$ cat src/rtl/regfile_ctrl_pkg.sv
// Shared definitions for the register-file port controller.
// Contents: controller state enumeration, default register count,
// address/data widths and the default debug starvation limit.
package regfile_ctrl_pkg;

  localparam int N_REGS_DEF     = 32;
  localparam int AW             = 5;
  localparam int DW             = 32;
  localparam int STARVE_LIM_DEF = 4;

  typedef enum logic {
    INIT = 1'b0,
    RUN  = 1'b1
  } state_t;

endpackage

$ cat src/rtl/rfc_starve_timer.sv
// Debug starvation timer: counts RUN cycles in which a debug request is
// pending but not granted, and raises a stall flag once the limit is hit.
// Ports: clk_50/rst (sync, active-high); run, dbg_req, grant, dbg_ack in;
// stall out (registered).
module rfc_starve_timer
  import regfile_ctrl_pkg::*;
#(
  parameter int STARVE_LIM = STARVE_LIM_DEF
) (
  input  logic clk_50,
  input  logic rst,
  input  logic run,
  input  logic dbg_req,
  input  logic grant,
  input  logic dbg_ack,
  output logic stall
);

  localparam int SW = $clog2(STARVE_LIM + 1);

  logic [SW-1:0] starve_cnt;
  logic          ungranted;

  assign ungranted = run && dbg_req && !grant;

  always_ff @(posedge clk_50) begin
    if (rst) begin
      starve_cnt <= '0;
      stall      <= 1'b0;
    end else begin
      if (!ungranted)
        starve_cnt <= '0;
      else if (starve_cnt != SW'(STARVE_LIM))
        starve_cnt <= starve_cnt + SW'(1);

      // Set in the same edge the count reaches the limit so the stall is
      // visible the cycle right after the last ungranted one. Released the
      // cycle after the debug write is acknowledged.
      if (dbg_ack)
        stall <= 1'b0;
      else if (ungranted && (starve_cnt >= SW'(STARVE_LIM - 1)))
        stall <= 1'b1;
    end
  end

endmodule

$ cat src/rtl/regfile_port_ctrl.sv
// Register-file write-port controller: loads all registers from an init
// ROM after reset, then arbitrates CPU writeback against debug writes.
// Ports: clk_50/rst; rom_addr/rom_data (1-cycle ROM); cpu_we/wr/wd;
// dbg_req/addr/data/ack; rf_we/wr/wd; cpu_stall, init_done, err_drop.
module regfile_port_ctrl
  import regfile_ctrl_pkg::*;
#(
  parameter int N_REGS     = N_REGS_DEF,
  parameter int STARVE_LIM = STARVE_LIM_DEF
) (
  input  logic          clk_50,
  input  logic          rst,
  output logic [AW-1:0] rom_addr,
  input  logic [DW-1:0] rom_data,
  input  logic          cpu_we,
  input  logic [AW-1:0] cpu_wr,
  input  logic [DW-1:0] cpu_wd,
  input  logic          dbg_req,
  input  logic [AW-1:0] dbg_addr,
  input  logic [DW-1:0] dbg_data,
  output logic          dbg_ack,
  output logic          rf_we,
  output logic [AW-1:0] rf_wr,
  output logic [DW-1:0] rf_wd,
  output logic          cpu_stall,
  output logic          init_done,
  output logic          err_drop
);

  // One extra bit so the counter can reach N_REGS: the last ROM word is
  // written one cycle after its address was issued.
  localparam int CW = AW + 1;

  state_t        state;
  logic [CW-1:0] cnt;
  logic          in_run;
  logic          stall;
  logic          grant_cpu;
  logic          grant_dbg;
  logic          drop;
  logic [AW-1:0] init_wr;

  assign in_run    = (state == RUN);
  assign init_done = in_run;
  assign cpu_stall = !in_run || stall;
  assign rom_addr  = cnt[AW-1:0];
  assign init_wr   = AW'(cnt - CW'(1));

  // CPU wins unless stalled; a debug grant is never issued in the ack cycle.
  assign grant_cpu = in_run && !stall && cpu_we;
  assign grant_dbg = in_run && dbg_req && !dbg_ack && (stall || !cpu_we);
  assign drop      = in_run && stall && cpu_we;

  always_comb begin
    rf_we = 1'b0;
    rf_wr = '0;
    rf_wd = '0;
    if (!in_run) begin
      // Data for the address issued last cycle is arriving now.
      if (cnt != '0) begin
        rf_we = 1'b1;
        rf_wr = init_wr;
        rf_wd = (init_wr == '0) ? '0 : rom_data;
      end
    end else if (grant_cpu) begin
      rf_we = (cpu_wr != '0);
      rf_wr = cpu_wr;
      rf_wd = cpu_wd;
    end else if (grant_dbg) begin
      rf_we = (dbg_addr != '0);
      rf_wr = dbg_addr;
      rf_wd = dbg_data;
    end
  end

  always_ff @(posedge clk_50) begin
    if (rst) begin
      state    <= INIT;
      cnt      <= '0;
      dbg_ack  <= 1'b0;
      err_drop <= 1'b0;
    end else begin
      dbg_ack  <= grant_dbg;
      err_drop <= drop;
      case (state)
        INIT: begin
          if (cnt == CW'(N_REGS)) begin
            state <= RUN;
            cnt   <= '0;
          end else begin
            cnt <= cnt + CW'(1);
          end
        end
        RUN:     state <= RUN;
        default: state <= INIT;
      endcase
    end
  end

  rfc_starve_timer #(
    .STARVE_LIM(STARVE_LIM)
  ) u_starve (
    .clk_50 (clk_50),
    .rst    (rst),
    .run    (in_run),
    .dbg_req(dbg_req),
    .grant  (grant_dbg),
    .dbg_ack(dbg_ack),
    .stall  (stall)
  );

endmodule

$ cat config.mk
export PLATFORM = sky130hd
export DESIGN_NAME = regfile_port_ctrl
export DESIGN_NICKNAME = d
export VERILOG_FILES = /design/src/rtl/regfile_ctrl_pkg.sv /design/src/rtl/rfc_starve_timer.sv /design/src/rtl/regfile_port_ctrl.sv
export SDC_FILE = /design/constraint.sdc
export NUM_CORES = 1
export LEC_CHECK = 0
export CAP_MARGIN = 10
export CORE_ASPECT_RATIO = 1.25
export CORE_MARGIN = 1
export CORE_UTILIZATION = 35
export DETAILED_ROUTE_END_ITERATION = 6
export HOLD_SLACK_MARGIN = 0.12
export PLACE_DENSITY = 0.88
export SYNTH_ARGS = -nofsm -noshare
export SYNTH_HDL_FRONTEND = slang
export SYNTH_HIERARCHICAL = 1
export SYNTH_SLANG_ARGS = --single-unit
$ cat constraint.sdc
create_clock -name clk_50 -period 4.06 [get_ports clk_50]
set_clock_uncertainty 0.1 [all_clocks]
set_input_delay 1.218 -clock clk_50 [delete_from_list [all_inputs] [get_ports clk_50]]
set_output_delay 1.218 -clock clk_50 [all_outputs]
set_load 0.01 [all_outputs]
# --- Word-level counts from Yosys, hierarchy flattened ---
# Cells that the tools add are included.
word_totals:
  ff_bits: 13
  latch_bits: 0
  mem_bits_rw: 0
  romBits: 0
  elab_cells: 52
  n_memories: 0
classes:
  add_sub_neg: 3
  mul: 0
  n_div: 0
  order_cmp: 1
  n_eq_ne: 2
  n_shift: 0
  n_mux: 16
  bitwise: 2
  reduce_logical: 22
op_table:
  columns: ["cell", "n"]
  rows:
  - ["32-bit two-way mux", 5]
  - ["5-bit two-way mux", 4]
  - ["5-bit nonzero test", 2]
  - ["1-bit logical AND", 9]
  - ["6-bit by 1-bit adder with 6-bit output (second input constant)", 1]
  - ["6-bit equality test (second input constant)", 1]
  - ["6-bit two-way mux", 1]
  - ["6-bit nonzero test", 1]
  - ["1-bit logical NOT", 5]
  - ["5-bit logical NOT", 1]
  - ["1-bit two-way mux", 5]
  - ["5-bit by 1-bit subtractor with 5-bit output (second input constant)", 1]
  - ["2-bit OR reduction", 2]
  - ["3-bit by 1-bit adder with 3-bit output (second input constant)", 1]
  - ["3-bit by 2-bit >= comparator with 1-bit output (second input constant)", 1]
  - ["3-bit inequality test (second input constant)", 1]
  - ["1-bit logical OR", 2]
  - ["1-bit inverter", 2]
  - ["1-bit case mux with 2 select lines", 1]

# --- Longest topological paths before layout ---
depth:
  ltp_word: 7
  ltp_mapped: 7

# --- By module ---
# Netlist, hierarchy kept.
modules_own_cells:
  columns: ["mod", "n_inst", "cells_each", "area_per_inst_um2", "seq_area_each_um2"]
  rows:
  - ["regfile_port_ctrl", 1, 235, 1589.0, 180.2]
  - ["rfc_starve_timer", 1, 23, 210.2, 80.1]

# --- Worst setup path after synthesis ---
# Ideal clock, no wire load.
synth_timing:
  path_kind: "input port to output port"
  start: "input port cpu_we"
  end: "output port rf_wd[17]"
  arrival_time_ps: 2130
  path_slack_ps: 612
  cell_stages: 5
  cell_sequence: "and3b_1 -> clkbuf_1 -> clkbuf_1 -> nand2_1 -> o311ai_1"
synth_via:
  elab_chain_cells: 6
  elab_cells_between_ends: 7
  classes_between: "3 x mux; 4 x reduce/logical"
synth_rtl:
  columns: ["item", "line", "source"]
  rows:
  - ["from (decl)", "regfile_port_ctrl.sv:15", "input logic cpu_we,"]
  - ["1-bit logical NOT", "regfile_port_ctrl.sv:51", "assign grant_dbg = in_run && dbg_req && !dbg_ack && (stall || !cpu_we);"]
  - ["1-bit logical OR", "regfile_port_ctrl.sv:51", null]
  - ["1-bit logical AND", "regfile_port_ctrl.sv:51", null]
  - ["32-bit two-way mux", "regfile_port_ctrl.sv:69", "end else if (grant_dbg) begin"]
  - ["32-bit two-way mux *", "regfile_port_ctrl.sv:65", "end else if (grant_cpu) begin"]
  - ["32-bit two-way mux *", "regfile_port_ctrl.sv:58", "if (!in_run) begin"]
  - ["to (decl)", "regfile_port_ctrl.sv:24", "output logic [DW-1:0] rf_wd,"]
# Every way passes the cells marked *; elsewhere a longest branch is shown, timed or not.

# --- Worst setup path after layout ---
layout_timing:
  start: "input port dbg_req"
  end: "output port rf_wd[10]"
layout_via:
  elab_chain_cells: 6
layout_rtl:
  columns: ["item", "line", "source"]
  rows:
  - ["from (decl)", "regfile_port_ctrl.sv:18", "input logic dbg_req,"]
  - ["1-bit logical AND (3 in series)", "regfile_port_ctrl.sv:51", null]
  - ["32-bit two-way mux", "regfile_port_ctrl.sv:69", null]
  - ["32-bit two-way mux", "regfile_port_ctrl.sv:65", null]
  - ["32-bit two-way mux", "regfile_port_ctrl.sv:58", null]
# No other way between the ends.

==> results.json <==
{
  "status": "completed",
  "n_fill_cell": 411,
  "areaGrowthSynthToFinish_pct": 86.5,
  "htree_levels": 1,
  "dpl.hpwl_mm": 5.69,
  "first_iter_violations": 185,
  "r2r_slack_ns": 2.31,
  "startpoint_type": "input port",
  "p_per_area_nw_per_um2": 176,
  "worstPathRequired_ns": 2.74,
  "final_nets": 514,
  "core_area_sq_um": 4830,
  "maxSlewViolCount": 0,
  "synth.area.top_cells": "dfxtp_1 14%, nand4_1 11%, o311ai_1 9.7%",
  "leakage_nw": 1.36,
  "path_cells": "clkdlybuf4s50_1 -> nor2b_4 -> clkbuf_16 -> nand4_1 -> o311ai_2 -> clkdlybuf4s15_1",
  "critPathKind": "in2out",
  "clock_latency_ns": 0.24,
  "worst_slack_ns": 0.0523,
  "total_power_mw": 0.591,
  "yosys_register_bits": 13,
  "tritoncts.num_buffers": 3,
  "cts-hold-fix-buffers": 0,
  "vias": 2580,
  "gp_congestion": 0.891,
  "rsz0062_at_grt": "yes",
  "wl_per_cell_um": 16.5,
  "drt_pre_antenna_iters": 4,
  "grt_use_total": 0.269,
  "layout_min_cycle_time_ns": 4.01,
  "avgSynthCellArea_sq_um": 6.97,
  "grt_max_degree": 39,
  "detail-route-antenna-nets": 0,
  "synth_area_sq_um": 1800,
  "rows": 28,
  "maxSlewHeadroom": 0.688,
  "worstHoldPathType": "reg2reg",
  "synthCells": 258,
  "slowest_delay_ns": 0.48,
  "hold_ws_ns": 0.421,
  "drive_gt1_frac": 0.144,
  "synth_top_area_frac": 0.145,
  "finalHoldViolations": 0,
  "finalCritPeriodShare": 0.987,
  "io_buffers": 156,
  "seq_area_frac_synth": 0.145,
  "drt_wl_total_mm": 7.56,
  "die_w_um": 66.1,
  "cts_root_buffer": "clkbuf_8",
  "setup_viol": 0,
  "grt_pass1_vias": 2435,
  "num_io_pins": 157,
  "synth_most_common_cell": "inv_1",
  "synth-edff-count": 0,
  "start_util": 0.372,
  "synth_common_cells": "44 x inv_1, 42 x nand2_1, 32 x nand4_1",
  "gr-total-overflow": 0,
  "die_y_um": 82.2,
  "n_antenna_cell": 0,
  "synth_nets": 374,
  "fmax_mhz": 250,
  "ys.warnings.count": 6,
  "place_ws_ns": -0.316,
  "antenna_found_initial": 0,
  "dieArea_sq_um": 5430,
  "path_max_fanout": 16,
  "grt_pass1_wl_mm": 11.4,
  "cts.path.max_buffers": 2,
  "cts_sinks": 13,
  "critPathSlowestCell": "clkdlybuf4s50_1",
  "cp-end-kind": "output pin",
  "ir_drop_uv": 81.6,
  "synth-main-ff-cell": "dfxtp_1",
  "critPathArrivalTime_ns": 2.69,
  "cts_tree": "built",
  "clk_pin_slew_ns": 0.06,
  "synth.distinct_cells": 43,
  "yosys.area.top_type": "dfxtp_1",
  "tightest_slew_ns": 0.462,
  "fin_setup_tns_ns": 0,
  "viasPerCell": 5.65,
  "synthArstFlopShare": 0,
  "drcViolationCount": 0,
  "maxCapViolCount": 0
}
## worst paths after layout
path	end	from	cells past startpoint
setup / recovery	rf_wd[10]	dbg_req	6
hold / removal	u_starve/starve_cnt[1]	u_starve/starve_cnt[1]	2
setup reg to reg	cnt[2]	cnt[0]	5
hold reg to reg	u_starve/starve_cnt[1]	u_starve/starve_cnt[1]	2
## cells by family after synthesis
group | count (synthesis) | share of synthesized area
adder cells (fa/ha/maj) | 6 | 0.0417
buffers and inverters | 76 | 0.186
AO/OA/AOI/OAI | 53 | 0.291
AND/OR/NAND/NOR | 105 | 0.312
XOR/XNOR | 5 | 0.0243
flip-flops | 13 | 0.145
## layout make-up
| type | count | area (sq um) | share of cell area |
|---|---|---|---|
| Clock buffer | 4 | 45.0 | 0.0134 |
| Timing Repair Buffer | 167 | 1580 | 0.471 |
| Tap cell | 60 | 75.1 | 0.0224 |
| Multi-Input combinational cell | 169 | 1230 | 0.367 |
| Inverter | 44 | 165 | 0.0492 |
| Sequential cell | 13 | 260 | 0.0776 |
## metal layers
metal / wire length, um / vias up / track usage
li1: - / 1210 / -
met2: 3900 / 139 / 0.483
met5: 0 / - / 0
met4: 411 / 0 / 0.147
met3: 582 / 39 / 0.0632
met1: 2660 / 1192 / 0.288
## timing repair
item | in CTS | in global routing
cloned | 0 | 1
setup endpoints to repair | 38 | 18
pin swaps | 0 | 1
resized for setup | 43 | 72
buffers inserted | 0 | 0
## critical path: cells and delay by family
| family | cells | cell delay [ns] |
|---|---|---|
| buffers and inverters | 3 | 0.99 |
| AOI/OAI and AO/OA | 1 | 0.09 |
| and+or+nand+nor | 2 | 0.40 |
## flip-flops by register name (all words and copies together), names as in the netlist
register	count
cnt	6
u_starve/starve_cnt	3
dbg_ack	1
err_drop	1
init_done	1
u_starve/stall	1
## layout by cell type (no fill, tap or decap), types with 2 or more instances in the layout
cell type,n
nor2_1,9
dfxtp_1,13
buf_6,2
or4_1,3
clkdlybuf4s50_1,118
a21oi_2,2
nand4_1,32
o311ai_2,10
o311ai_1,20
o221ai_1,5
xor2_1,2
clkdlybuf4s15_1,8
inv_1,44
nand4b_1,2
nor2b_1,2
dlygate4sd2_1,5
ha_1,6
nand2b_1,2
xnor2_1,3
a21oi_1,4
clkbuf_8,3
buf_12,3
o311ai_0,2
clkbuf_2,24
nand2_1,42
buf_4,5
## power breakdown
part / switching, mW / leakage, nW / total (mW) / internal, mW
clock network: 0.0486 / 0.0228 / 0.118 / 0.0694
logic: 0.143 / 1.23 / 0.337 / 0.195
registers: 0.00604 / 0.105 / 0.136 / 0.130
## stage by stage
stage          cells   util  area, sq um
3_3_place_gp     452  0.701         3390
2_1_floorplan    258      -         1800
4_1_cts          456  0.705         3410
6_report         457  0.694         3360
5_1_grt          457  0.694         3360
3_5_place_dp     452  0.701         3390
No activity file was read; power rests on OpenSTA's default activity.
